`src/rtl/reset_sequencer.sv`:
```
// Ordered release of downstream reset domains with settle delay and ready handshake.
// Optional ready timeout with sticky error flag: define RESET_SEQ_TIMEOUT_EN.
module reset_sequencer #(
    parameter int NUM_DOMAINS    = 4,
    parameter int STAGE_DELAY_CC = 1000,
    parameter int TIMEOUT_CC     = 65536
) (
    input  logic                   piul1Clock,
    input  logic                   piul1ResetN,
    input  logic                   piul1SeqReset,
    input  logic [NUM_DOMAINS-1:0] piulvReady,
    output logic [NUM_DOMAINS-1:0] poulvResetN,
    output logic                   poul1Done,
    output logic                   poul1Error,
    output logic [3:0]             poulvStage
);

    localparam int MAX_CC = (STAGE_DELAY_CC > TIMEOUT_CC) ? STAGE_DELAY_CC : TIMEOUT_CC;
    localparam int CW     = $clog2(MAX_CC + 1);

    typedef enum logic [2:0] {
        S_IDLE,
        S_DELAY,
        S_WAIT_READY,
        S_RUN,
        S_SHUTDOWN
    } state_t;

    state_t                 state_q, state_d;
    logic [NUM_DOMAINS-1:0] rst_q, rst_d;
    logic                   done_q, done_d;
    logic                   err_q, err_d;
    logic [3:0]             stage_q, stage_d;
    logic [CW-1:0]          cnt_q, cnt_d;

    logic [NUM_DOMAINS-1:0] stage_oh;
    logic                   ready_cur;
    logic                   last_stage;

    assign stage_oh   = NUM_DOMAINS'(1) << stage_q;
    assign ready_cur  = |(piulvReady & stage_oh);
    assign last_stage = (stage_q == 4'(NUM_DOMAINS - 1));

    // Next-state and next-output logic for the sequencing FSM
    always_comb begin
        state_d = state_q;
        rst_d   = rst_q;
        done_d  = done_q;
        err_d   = err_q;
        stage_d = stage_q;
        cnt_d   = cnt_q;
`ifdef RESET_SEQ_TIMEOUT_EN
        if (piul1SeqReset) begin
            err_d = 1'b0;
        end
`endif
        unique case (state_q)
            S_IDLE: begin
                rst_d   = '0;
                done_d  = 1'b0;
                stage_d = 4'd0;
                cnt_d   = '0;
                if (!piul1SeqReset && !err_q) begin
                    state_d = S_DELAY;
                end
            end
            S_DELAY: begin
                if (piul1SeqReset) begin
                    cnt_d = '0;
                    // Nothing released yet at stage 0: skip the shutdown walk
                    if (stage_q == 4'd0) begin
                        state_d = S_IDLE;
                    end else begin
                        stage_d = stage_q - 4'd1;
                        state_d = S_SHUTDOWN;
                    end
                end else if (cnt_q == CW'(STAGE_DELAY_CC - 1)) begin
                    rst_d   = rst_q | stage_oh;
                    cnt_d   = '0;
                    state_d = S_WAIT_READY;
                end else begin
                    cnt_d = cnt_q + CW'(1);
                end
            end
            S_WAIT_READY: begin
                if (piul1SeqReset) begin
                    cnt_d   = '0;
                    state_d = S_SHUTDOWN;
                end else if (ready_cur) begin
                    cnt_d = '0;
                    if (last_stage) begin
                        done_d  = 1'b1;
                        state_d = S_RUN;
                    end else begin
                        stage_d = stage_q + 4'd1;
                        state_d = S_DELAY;
                    end
                end
`ifdef RESET_SEQ_TIMEOUT_EN
                else if (cnt_q == CW'(TIMEOUT_CC - 1)) begin
                    err_d   = 1'b1;
                    cnt_d   = '0;
                    state_d = S_SHUTDOWN;
                end else begin
                    cnt_d = cnt_q + CW'(1);
                end
`endif
            end
            S_RUN: begin
                if (piul1SeqReset || !(&piulvReady)) begin
                    done_d  = 1'b0;
                    cnt_d   = '0;
                    state_d = S_SHUTDOWN;
                end
            end
            S_SHUTDOWN: begin
                // stage_q always names the highest still-released domain here
                rst_d = rst_q & ~stage_oh;
                if (stage_q == 4'd0) begin
                    state_d = S_IDLE;
                end else begin
                    stage_d = stage_q - 4'd1;
                end
            end
            default: begin
                rst_d   = '0;
                done_d  = 1'b0;
                stage_d = 4'd0;
                cnt_d   = '0;
                state_d = S_IDLE;
            end
        endcase
    end

    // State and registered outputs
    always_ff @(posedge piul1Clock or negedge piul1ResetN) begin
        if (!piul1ResetN) begin
            state_q <= S_IDLE;
            rst_q   <= '0;
            done_q  <= 1'b0;
            err_q   <= 1'b0;
            stage_q <= 4'd0;
            cnt_q   <= '0;
        end else begin
            state_q <= state_d;
            rst_q   <= rst_d;
            done_q  <= done_d;
            err_q   <= err_d;
            stage_q <= stage_d;
            cnt_q   <= cnt_d;
        end
    end

    assign poulvResetN = rst_q;
    assign poul1Done   = done_q;
    assign poul1Error  = err_q;
    assign poulvStage  = stage_q;

endmodule
```
`config.mk`:
```
export PLATFORM = sky130hd
export DESIGN_NAME = reset_sequencer
export DESIGN_NICKNAME = d
export VERILOG_FILES = /design/src/rtl/reset_sequencer.sv
export SDC_FILE = /design/constraint.sdc
export NUM_CORES = 1
export LEC_CHECK = 0
export ABC_AREA = 1
export CELL_PAD_IN_SITES_DETAIL_PLACEMENT = 1
export CELL_PAD_IN_SITES_GLOBAL_PLACEMENT = 2
export CORE_ASPECT_RATIO = 0.7
export CORE_MARGIN = 2
export CORE_UTILIZATION = 29
export CTS_CLUSTER_SIZE = 20
export DETAILED_ROUTE_END_ITERATION = 10
export GPL_TIMING_DRIVEN = 0
export PLACE_DENSITY = 0.86
export SYNTH_ARGS = -nofsm -noshare
export SYNTH_HDL_FRONTEND = slang
export SYNTH_SLANG_ARGS = --single-unit
```
`constraint.sdc`:
```
create_clock -name piul1Clock -period 1.85 [get_ports piul1Clock]
set_input_delay 0.185 -clock piul1Clock [delete_from_list [all_inputs] [get_ports piul1Clock]]
set_output_delay 0.185 -clock piul1Clock [all_outputs]
set_load 0.05 [all_outputs]
```
==> metrics <==
status completed; Slew HR 53.69%; die width 107.7 um; crit end category output port; R2R setup slack 0.10 ns; layout cell share with drive strength beyond 1 16.89%; routability cong. 0.9108; area of the multi-input gates 1334 um2; GRT Total Usage 17.86%; Crit Reg-Reg Endpoint poulvStage[3]; critical path startpoint category flop; Syn-to-layout area delta 26.33%; commonest non-fill, non-tap cell in the layout nand2_1; WP data arrival 1.59 ns; DR vias/cell 4.985; vias 2,348; yosys warns 0; Post-synth EDFFs 0; Post-Syn Area per Cell 6.510 um2; nets 383; Yosys cell types 30; WL/cell 15.20 um; Max FO, Critical Path 5; worst hold path type in2async; # Max-Cap Violations 0; Port Buf Inserts 15; Die H 76.56 um; vias in the first global route 2,367; worst setup path class reg2out; initial antenna violation count 0; Setup-failing EPs final 0; first-pass GRT wire length 11,850 um; Worst-path clk slew 0.07 ns; Final Skew 0.004838 ns; Core ar. 7287 um2; Final min period 1.770 ns; antenna-violating nets left 0; final global-route overflow total 0; Final Slew Violations 0; Clock Sinks 29; top_reg_cell synth dfrtp_1; CTS tree built; met3 wire length 273 um; Hold Slack 0.4796 ns; pwr/cell area 1226 nW/um2; placed cell count 448; Post-Route M1 WL 3805 um; Starting Density 29.93%; post-route insts no fill 471; worst path bufs/invs 1; Fin. Hold Viols 0; slowest cell on the critical path clkdlybuf4s50_1; synthesized cell area 2181 um2; routed wl met2 3056 um; Yosys reg bits 29; 1st-pass router iterations 4; H-tree depth 2; CP delay by family, top buffers and inverters; Reg area 733.2 um2; Syn Inst Count 335; row count 26; Clk Latency, worst-skew pair 0.29 ns; highest routed layer met4; DRT Wirelength 7159 um; Worst-Margin Slew 0.6946 ns; DRT iter0 DRCs 110; worst r2r src state_q[1]; Final HPWL DP 5348 um; sequential fraction of the synthesis area 33.28%; Die ar. 8241 um2; largest net degree at the start of global routing 30; reg2reg path depth 13; Pleak 1.368 nW; Syn Nets 346; clock root cell clkbuf_8; Worst EP required 1.66 ns; peak supply drop 637.3 uV; FMAX 564.9 MHz; Top Ports 17; CP max stage delay 0.84 ns; Max Buffers Root-to-Sink 2; crit share post-route 95.69%; Fill cells 937; CTS buffer count 5; most frequent cells in the layout 103 x nand2_1, 50 x nand3_1, 37 x inv_1; Inserted Diodes 0; DRC 0; ys async rst share 100.0%; cells along the critical path clkdlybuf4s50_1
Yosys cell counts (2+ instances only):
cell type | n | area, um2
nand2_1 | 107 | 401.6
nand3_1 | 52 | 260.3
inv_1 | 39 | 146.4
nor2_1 | 33 | 123.9
dfrtp_1 | 29 | 725.7
o21ai_0 | 17 | 85.08
nand4_1 | 14 | 87.58
nor3_1 | 6 | 30.03
xor2_1 | 5 | 43.79
o21ai_2 | 4 | 35.03
buf_2 | 3 | 15.01
ha_1 | 3 | 37.54
inv_2 | 3 | 11.26
a21oi_1 | 2 | 10.01
buf_6 | 2 | 22.52
nor2_2 | 2 | 12.51
logic make-up after synthesis:
group | Yosys count | synth area share [%]
buf+inv | 50 | 9.695
flops | 29 | 33.28
compound gates | 27 | 7.573
simple gates | 219 | 44.64
xor+xnor | 5 | 2.008
fa+ha+maj | 4 | 2.639
other cells | 1 | 0.1720
metal layers:
metal	global-route usage, %	up-vias
li1	-	1163
met3	3.165	3
met2	25.79	46
met5	0	-
met4	3.077	0
met1	27.77	1136
worst register-to-register path, cell delays in order, from the launching register on:
cell and delay, ns:
dfrtp_2 0.49, inv_4 0.11, nand3_4 0.12, nand2_4 0.14
ha_1 0.24, nand2_1 0.06, inv_1 0.03, nand2_1 0.08
nand3_2 0.09, inv_1 0.06, nand2_1 0.05, nand2_1 0.05
nand2_1 0.05, o21ai_1 0.11
area by class of cell:
type | count | share of cell area, %
Buffer | 8 | 2.180
Clock buffer | 6 | 2.634
Clock inverter | 2 | 0.3633
Inverter | 42 | 5.904
Multi-Input combinational cell | 256 | 48.41
Sequential cell | 29 | 26.61
Tap cell | 98 | 4.451
Timing Repair Buffer | 30 | 9.446
worst max-delay path by stage:
stage / slack [ns] / start / endpoint / depth (start not counted)
2_1_floorplan: 0.003 / state_q[0] / poulvStage[3] / 14
3_3_place_gp: -0.30 / state_q[2] / poulvStage[3] / 13
3_5_place_dp: -0.36 / state_q[2] / poulvStage[3] / 13
4_1_cts: -0.04 / state_q[0] / poulvStage[3] / 14
5_1_grt: -0.04 / state_q[1] / poulvStage[3] / 13
6_report: 0.08 / poulvStage[3] / poulvStage[3] / 1
metrics by stage:
stage | setup TNS [ns] | worst slack, ns | util, % | area, um2 | power, mW
6_report | 0 | 0.07967 | 37.81 | 2755 | 3.378
5_1_grt | -0.05325 | -0.04343 | 37.81 | 2755 | 3.632
4_1_cts | -0.03730 | -0.03730 | 35.41 | 2580 | 3.113
3_5_place_dp | -1.212 | -0.3629 | 33.60 | 2449 | 2.516
3_3_place_gp | -1.784 | -0.2966 | 33.67 | 2454 | 2.460
2_1_floorplan | 0 | 0.003253 | - | 2181 | 2.004
report_power, final:
part	internal (mW)	leakage [nW]	switching, mW	total, mW
clock	0.260	0.0450	0.262	0.523
combinational	0.717	0.935	1.22	1.94
sequential	0.744	0.388	0.172	0.916
total	1.72	1.37	1.66	3.38
registers in the layout (all words and copies together), names as in the netlist:
name	count
cnt_q	17
poul1Done	1
poulvResetN	4
poulvStage	4
state_q	3
timing repair:
item | CTS | global route
setup buffers | 1 | 13
hold endpoints to repair | 29 | 0
endpoints found under the setup margin | 15 | 22
hold buffers | 1 | 0
gates resized for setup | 15 | 21
pin swaps | 1 | 4
(Power assumes the default switching activity.)
